<file path="src/rtl/pc_fetch_unit.sv">
`default_nettype none
// ============================================================================
// Module   : pc_fetch_unit
// Purpose  : Program-counter and instruction-fetch sequencer for an RV64I
//            core. Computes the next PC from the control-transfer code,
//            traps misaligned branch/jump targets, runs a request/ready
//            handshake with instruction memory, holds the fetched
//            instruction until commit, and counts retired instructions.
// Ports    :
//   clock, reset       - rising-edge clock, synchronous active-high reset
//   pc_sel[1:0]        - 00 pc+4, 01 pc+imm, 10 jalr, 11 trap vector
//   imm[63:0]          - sign-extended immediate
//   alu_result[63:0]   - jalr target before bit-0 masking
//   advance            - core commits the held instruction
//   imem_ready         - instruction memory data valid
//   imem_rdata[31:0]   - instruction word
//   imem_req           - fetch request
//   imem_addr[63:0]    - fetch address (equals pc)
//   pc[63:0]           - PC of the held/fetched instruction
//   pc_plus_4[63:0]    - pc + 4, for link registers
//   inst[31:0]         - held instruction
//   inst_valid         - inst is valid for execution
//   misaligned_trap    - one-cycle pulse on a misaligned target
//   trap_epc[63:0]     - PC of the instruction with the misaligned target
//   instret[63:0]      - retired instruction count
// Revision : 1.0 - initial release
// ============================================================================
module pc_fetch_unit #(
  parameter logic [63:0] RESET_VECTOR = 64'h0000_0000_0040_0000,
  parameter logic [63:0] TRAP_VECTOR  = 64'h0000_0000_0000_1000
) (
  input  logic        clock,
  input  logic        reset,
  input  logic [1:0]  pc_sel,
  input  logic [63:0] imm,
  input  logic [63:0] alu_result,
  input  logic        advance,
  input  logic        imem_ready,
  input  logic [31:0] imem_rdata,
  output logic        imem_req,
  output logic [63:0] imem_addr,
  output logic [63:0] pc,
  output logic [63:0] pc_plus_4,
  output logic [31:0] inst,
  output logic        inst_valid,
  output logic        misaligned_trap,
  output logic [63:0] trap_epc,
  output logic [63:0] instret
);

  typedef enum logic [1:0] {
    IDLE = 2'd0,
    REQ  = 2'd1,
    HOLD = 2'd2
  } state_t;

  state_t      r_state;
  state_t      w_state_next;

  logic        w_commit;
  logic [63:0] w_branch_target;
  logic [63:0] w_jalr_target;
  logic [63:0] w_next_pc;
  logic        w_misaligned;

  // --------------------------------------------------------------------------
  // State register
  // --------------------------------------------------------------------------
  always_ff @(posedge clock) begin
    if (reset) begin
      r_state <= IDLE;
    end else begin
      r_state <= w_state_next;
    end
  end

  // --------------------------------------------------------------------------
  // Next-state and state-decoded outputs
  // --------------------------------------------------------------------------
  always_comb begin
    w_state_next = r_state;
    imem_req     = 1'b0;
    inst_valid   = 1'b0;
    w_commit     = 1'b0;
    unique case (r_state)
      IDLE: begin
        w_state_next = REQ;
      end
      REQ: begin
        imem_req = 1'b1;
        if (imem_ready) begin
          w_state_next = HOLD;
        end
      end
      HOLD: begin
        inst_valid = 1'b1;
        if (advance) begin
          w_commit     = 1'b1;
          w_state_next = REQ;
        end
      end
      default: begin
        w_state_next = IDLE;
      end
    endcase
  end

  // --------------------------------------------------------------------------
  // Next-PC selection; only consumed when w_commit is high
  // --------------------------------------------------------------------------
  assign w_branch_target = pc + imm;
  assign w_jalr_target   = alu_result & ~64'h1;

  always_comb begin
    w_next_pc    = pc + 64'd4;
    w_misaligned = 1'b0;
    unique case (pc_sel)
      2'b00: begin
        w_next_pc = pc + 64'd4;
      end
      2'b01: begin
        if (w_branch_target[1:0] != 2'b00) begin
          w_next_pc    = TRAP_VECTOR;
          w_misaligned = 1'b1;
        end else begin
          w_next_pc = w_branch_target;
        end
      end
      2'b10: begin
        // bit 0 is already cleared, so only bit 1 can make this misaligned
        if (w_jalr_target[1:0] != 2'b00) begin
          w_next_pc    = TRAP_VECTOR;
          w_misaligned = 1'b1;
        end else begin
          w_next_pc = w_jalr_target;
        end
      end
      2'b11: begin
        w_next_pc = TRAP_VECTOR;
      end
      default: begin
        w_next_pc = pc + 64'd4;
      end
    endcase
  end

  // --------------------------------------------------------------------------
  // Datapath registers
  // --------------------------------------------------------------------------
  always_ff @(posedge clock) begin
    if (reset) begin
      pc              <= RESET_VECTOR;
      inst            <= 32'h0;
      misaligned_trap <= 1'b0;
      trap_epc        <= 64'h0;
      instret         <= 64'h0;
    end else begin
      misaligned_trap <= 1'b0;
      if ((r_state == REQ) && imem_ready) begin
        inst <= imem_rdata;
      end
      if (w_commit) begin
        pc      <= w_next_pc;
        instret <= instret + 64'd1;
        if (w_misaligned) begin
          misaligned_trap <= 1'b1;
          trap_epc        <= pc;
        end
      end
    end
  end

  assign imem_addr = pc;
  assign pc_plus_4 = pc + 64'd4;

endmodule
`default_nettype wire

</file>
<file path="config.mk">
export PLATFORM = sky130hd
export DESIGN_NAME = pc_fetch_unit
export DESIGN_NICKNAME = d
export VERILOG_FILES = /design/src/rtl/pc_fetch_unit.sv
export SDC_FILE = /design/constraint.sdc
export NUM_CORES = 1
export LEC_CHECK = 0
export BUFFER_PORTS_ARGS = -buffer_cell sky130_fd_sc_hd__buf_4
export CAP_MARGIN = 20
export CORE_AREA = 2 2 205 207
export CTS_CLUSTER_SIZE = 20
export DETAILED_ROUTE_END_ITERATION = 16
export DIE_AREA = 0 0 207 209
export HOLD_SLACK_MARGIN = 0.02
export PLACE_DENSITY_LB_ADDON = 0.1
export SLEW_MARGIN = 30
export SYNTH_ARGS = -nofsm -noshare
export SYNTH_HDL_FRONTEND = slang
export SYNTH_SLANG_ARGS = --single-unit
export TNS_END_PERCENT = 30
</file>
<file path="constraint.sdc">
create_clock -name clock -period 4 [get_ports clock]
set_input_delay 1.2 -clock clock [delete_from_list [all_inputs] [get_ports clock]]
set_output_delay 1.2 -clock clock [all_outputs]
set_load 0.03 [all_outputs]
</file>
==> out/qor.csv <==
stage,metric,value,unit
cts,cts_tree,done,
power_and_ir_drop,p_per_area,268.6,nW/um^2
sta,worst_slack,-0.01191,ns
synth,synth.most_common_cell,nand2_1,
finish,ff_latch_area,4562,um^2
worst_setup_path,cp-start-kind,register,
floorplan,die-width,207,um
detailed_routing,post_drt_wl_per_cell,20.41,um
floorplan,die_h,209,um
synth,synth_nets,2297,
global_routing,grt_pass1_vias,16673,
floorplan,die_area,43260,um^2
detailed_routing,drtAntennaViolNets,0,
run,cap_violations,0,
sta,finalClockSkew,0.01251,ns
sta,period_share,100.3,%
finish,drive_above_1_share,32.66,%
global_routing,antenna_found_initial,1,
hold_path,worstHoldPathType,register to register,
sta,worst_pin_slew,0.8466,ns
finish,postLayoutCoreUtil,53.01,%
sta,period_needed,4.012,ns
finish,multi_input_area,10090,um^2
synth,synth_compound_area_share,23.78,%
detailed_routing,drc,0,
worst_setup_path,critPathCaptureType,output pin,
placed_design,place.gp.congestion,0.9192,
global_routing,grt_pass1_wl,97700,um
synth,synth_area_leaders,"dfxtp_1 30%, nand2_1 8.7%, a21oi_1 8.3%, ha_1 5.6%, xnor2_1 4.7%",
cts,clk_latency,0.58,ns
finish,area_growth,43.22,%
synth,avgSynthCellArea,7.415,um^2
detailed_routing,vias,17490,
sta,tns,-0.03278,ns
synth,synth_commonest_cells,"353 x nand2_1, 254 x a21oi_1, 227 x dfxtp_1",
cts,cts_made_buffers,28,
sta,hold_viol,0,
sta,clock.fmax,0.2493,GHz
finish,fillCellCount,3982,
sta,slew_violations,0,
synth,synth_ff_type,dfxtp_1,
worst_setup_path,path_class,register to output pin,
synth,muxShareOfSynthArea,0,%
synth,synth_top_family_by_area,simple AND/OR/NAND/NOR gates,
synth,yosysWarnings,0,
detailed_routing,routed_wl,64690,um
finish,fin_nets,2846,
synth,synth_area,15280,um^2
synth,synth-simple-area-share,24.19,%
global_routing,grt-ovfl-total,0,
synth,synth-seq-cells,227,
worst_setup_path,path_max_fanout,4,
floorplan,row_count,75,
floorplan,core_area,41290,um^2
synth,netlist_instances,2061,
detailed_routing,drtIter0Drc,1356,
cts,cts_num_sinks,227,
sta,maxSlewHeadroom,43.56,%
placed_design,portBuffers,519,
worst_setup_path,max_stage_delay,0.38,ns
sta,finalSetupViolCount,3,
status,failed_checks,negative setup slack,
detailed_routing,firstDrtPassIters,6,
sta,hold_slack,0.4539,ns
worst_setup_path,crit_required,2.80,ns
floorplan,start_util,37.01,%
global_routing,grt_usage,28.29,%
worst_setup_path,cp_cell_sequence,"ha_4, nand3_4, nor4_4, nand4_1, buf_6, nor4b_4, buf_4, xor2_1, buf_4",
sta,rsz0062_at_grt,true,
synth,synth.top_cell.area_share,29.74,%
status,status,finished with violations,
synth,async_reset_ff_share,0,%
worst_setup_path,path_common_cell,buf_4,
synth,synth_edf_count,0,
cts,path_clk_slew,0.06,ns
synth,ys_types,79,
synth,synthXorXnorAreaFrac,9.227,%
synth,yosysSeqAreaShare,29.74,%
detailed_routing,vias_per_cell,5.517,
cts,clock_path_buffers,3,
power_and_ir_drop,cellLeakagePower,9.824,nW
cts,cts_max_level,1,
worst_setup_path,cp.arrival,2.81,ns
global_routing,grt_max_degree,90,
cts,cts-root-buf,clkbuf_16,
power_and_ir_drop,ir_worst_vdd,248.5,uV
placed_design,hpwl,48870,um
synth,synth_adder_area_share,5.780,%
synth,synth_top_area_cell,dfxtp_1,
worst_setup_path,cp_slowest_cell,dfxtp_4,
floorplan,pin_count,521,
## critical path: cells and delay by family, from the launching register on
| family | cells | cell delay [ns] |
|---|---|---|
| flip-flops | 1 | 0.38 |
| adder cells (fa/ha/maj) | 1 | 0.14 |
| XOR/XNOR | 1 | 0.21 |
| AND/OR/NAND/NOR | 4 | 0.91 |
| buffers and inverters | 3 | 0.60 |
## cells in the final DEF, fill, tap and decap left out, drive strengths merged, types with 17 or more instances in the layout
cell      n
xor2     79
a221oi   30
nand2   354
a21oi   254
xnor2    82
buf     717
inv      28
and3     41
nor2    146
nand3    71
or3      24
dfxtp   227
nand4    43
a21o     35
ha       69
o21ai   101
clkbuf   41
nor3     32
a31oi    30
o21a     17
## stage by stage
stage	total power, mW	instance area (um^2)	std cells	setup slack, ns
5_1_grt	6.094	21890	3170	-0.1114
2_1_floorplan	2.824	15290	2061	-0.04694
3_3_place_gp	3.207	20250	3097	-0.3411
3_5_place_dp	3.213	20250	3097	-0.3207
6_report	5.879	21890	3170	-0.01191
4_1_cts	5.924	21560	3153	-0.02179
## where the power goes
part	switching [mW]	leakage [nW]	total (mW)	internal [mW]
combinational	0.510	7.52	0.870	0.360
clock	1.06	0.470	2.70	1.64
sequential	0.0243	1.84	2.31	2.29
total	1.59	9.82	5.88	4.29
## cell families after synthesis
family / Yosys count
AO/OA/AOI/OAI: 590
XOR/XNOR: 161
adder cells (fa/ha/maj): 70
buffers and inverters: 226
flip-flops: 227
AND/OR/NAND/NOR: 787
## sequential cells by signal, indices dropped and copies added (netlist names)
name             count
r_state              2
imem_addr           64
inst                32
misaligned_trap      1
instret             64
trap_epc            64
## final timing paths
| kind | start | end | slack [ns] | depth (start not counted) |
|---|---|---|---|---|
| min | inst[4] | inst[4] | 0.45 | 2 |
| max | imem_addr[2] | pc_plus_4[42] | -0.01 | 9 |
| max reg2reg | imem_addr[13] | imem_addr[54] | 0.43 | 15 |
| min reg2reg | inst[4] | inst[4] | 0.45 | 2 |
## cell type report
| class | count | area share, % |
|---|---|---|
| multi-input cells | 1608 | 46.12 |
| repair buffers | 717 | 25.02 |
| flip-flops and latches | 227 | 20.84 |
| clock buffers | 41 | 3.653 |
| well taps | 539 | 3.081 |
| clock inverters | 9 | 0.7889 |
| inverters | 28 | 0.4802 |
| diodes | 1 | 0.01143 |
## layer usage
metal  routed length (um)  global-route usage, %  vias up
li1                     -                      -     8352
met1                26920                  36.13     8288
met2                31260                  48.87      741
met3                 4677                  4.418      109
met4                 1825                  8.842        0
met5                    0                      0        -
## timing repair
action	CTS	global route
hold buffers	0	0
setup endpoints to repair	40	30
pin swaps	16	26
resized for setup	67	50
buffers inserted	6	16
Note: power is estimated with default switching activity, not from simulation.
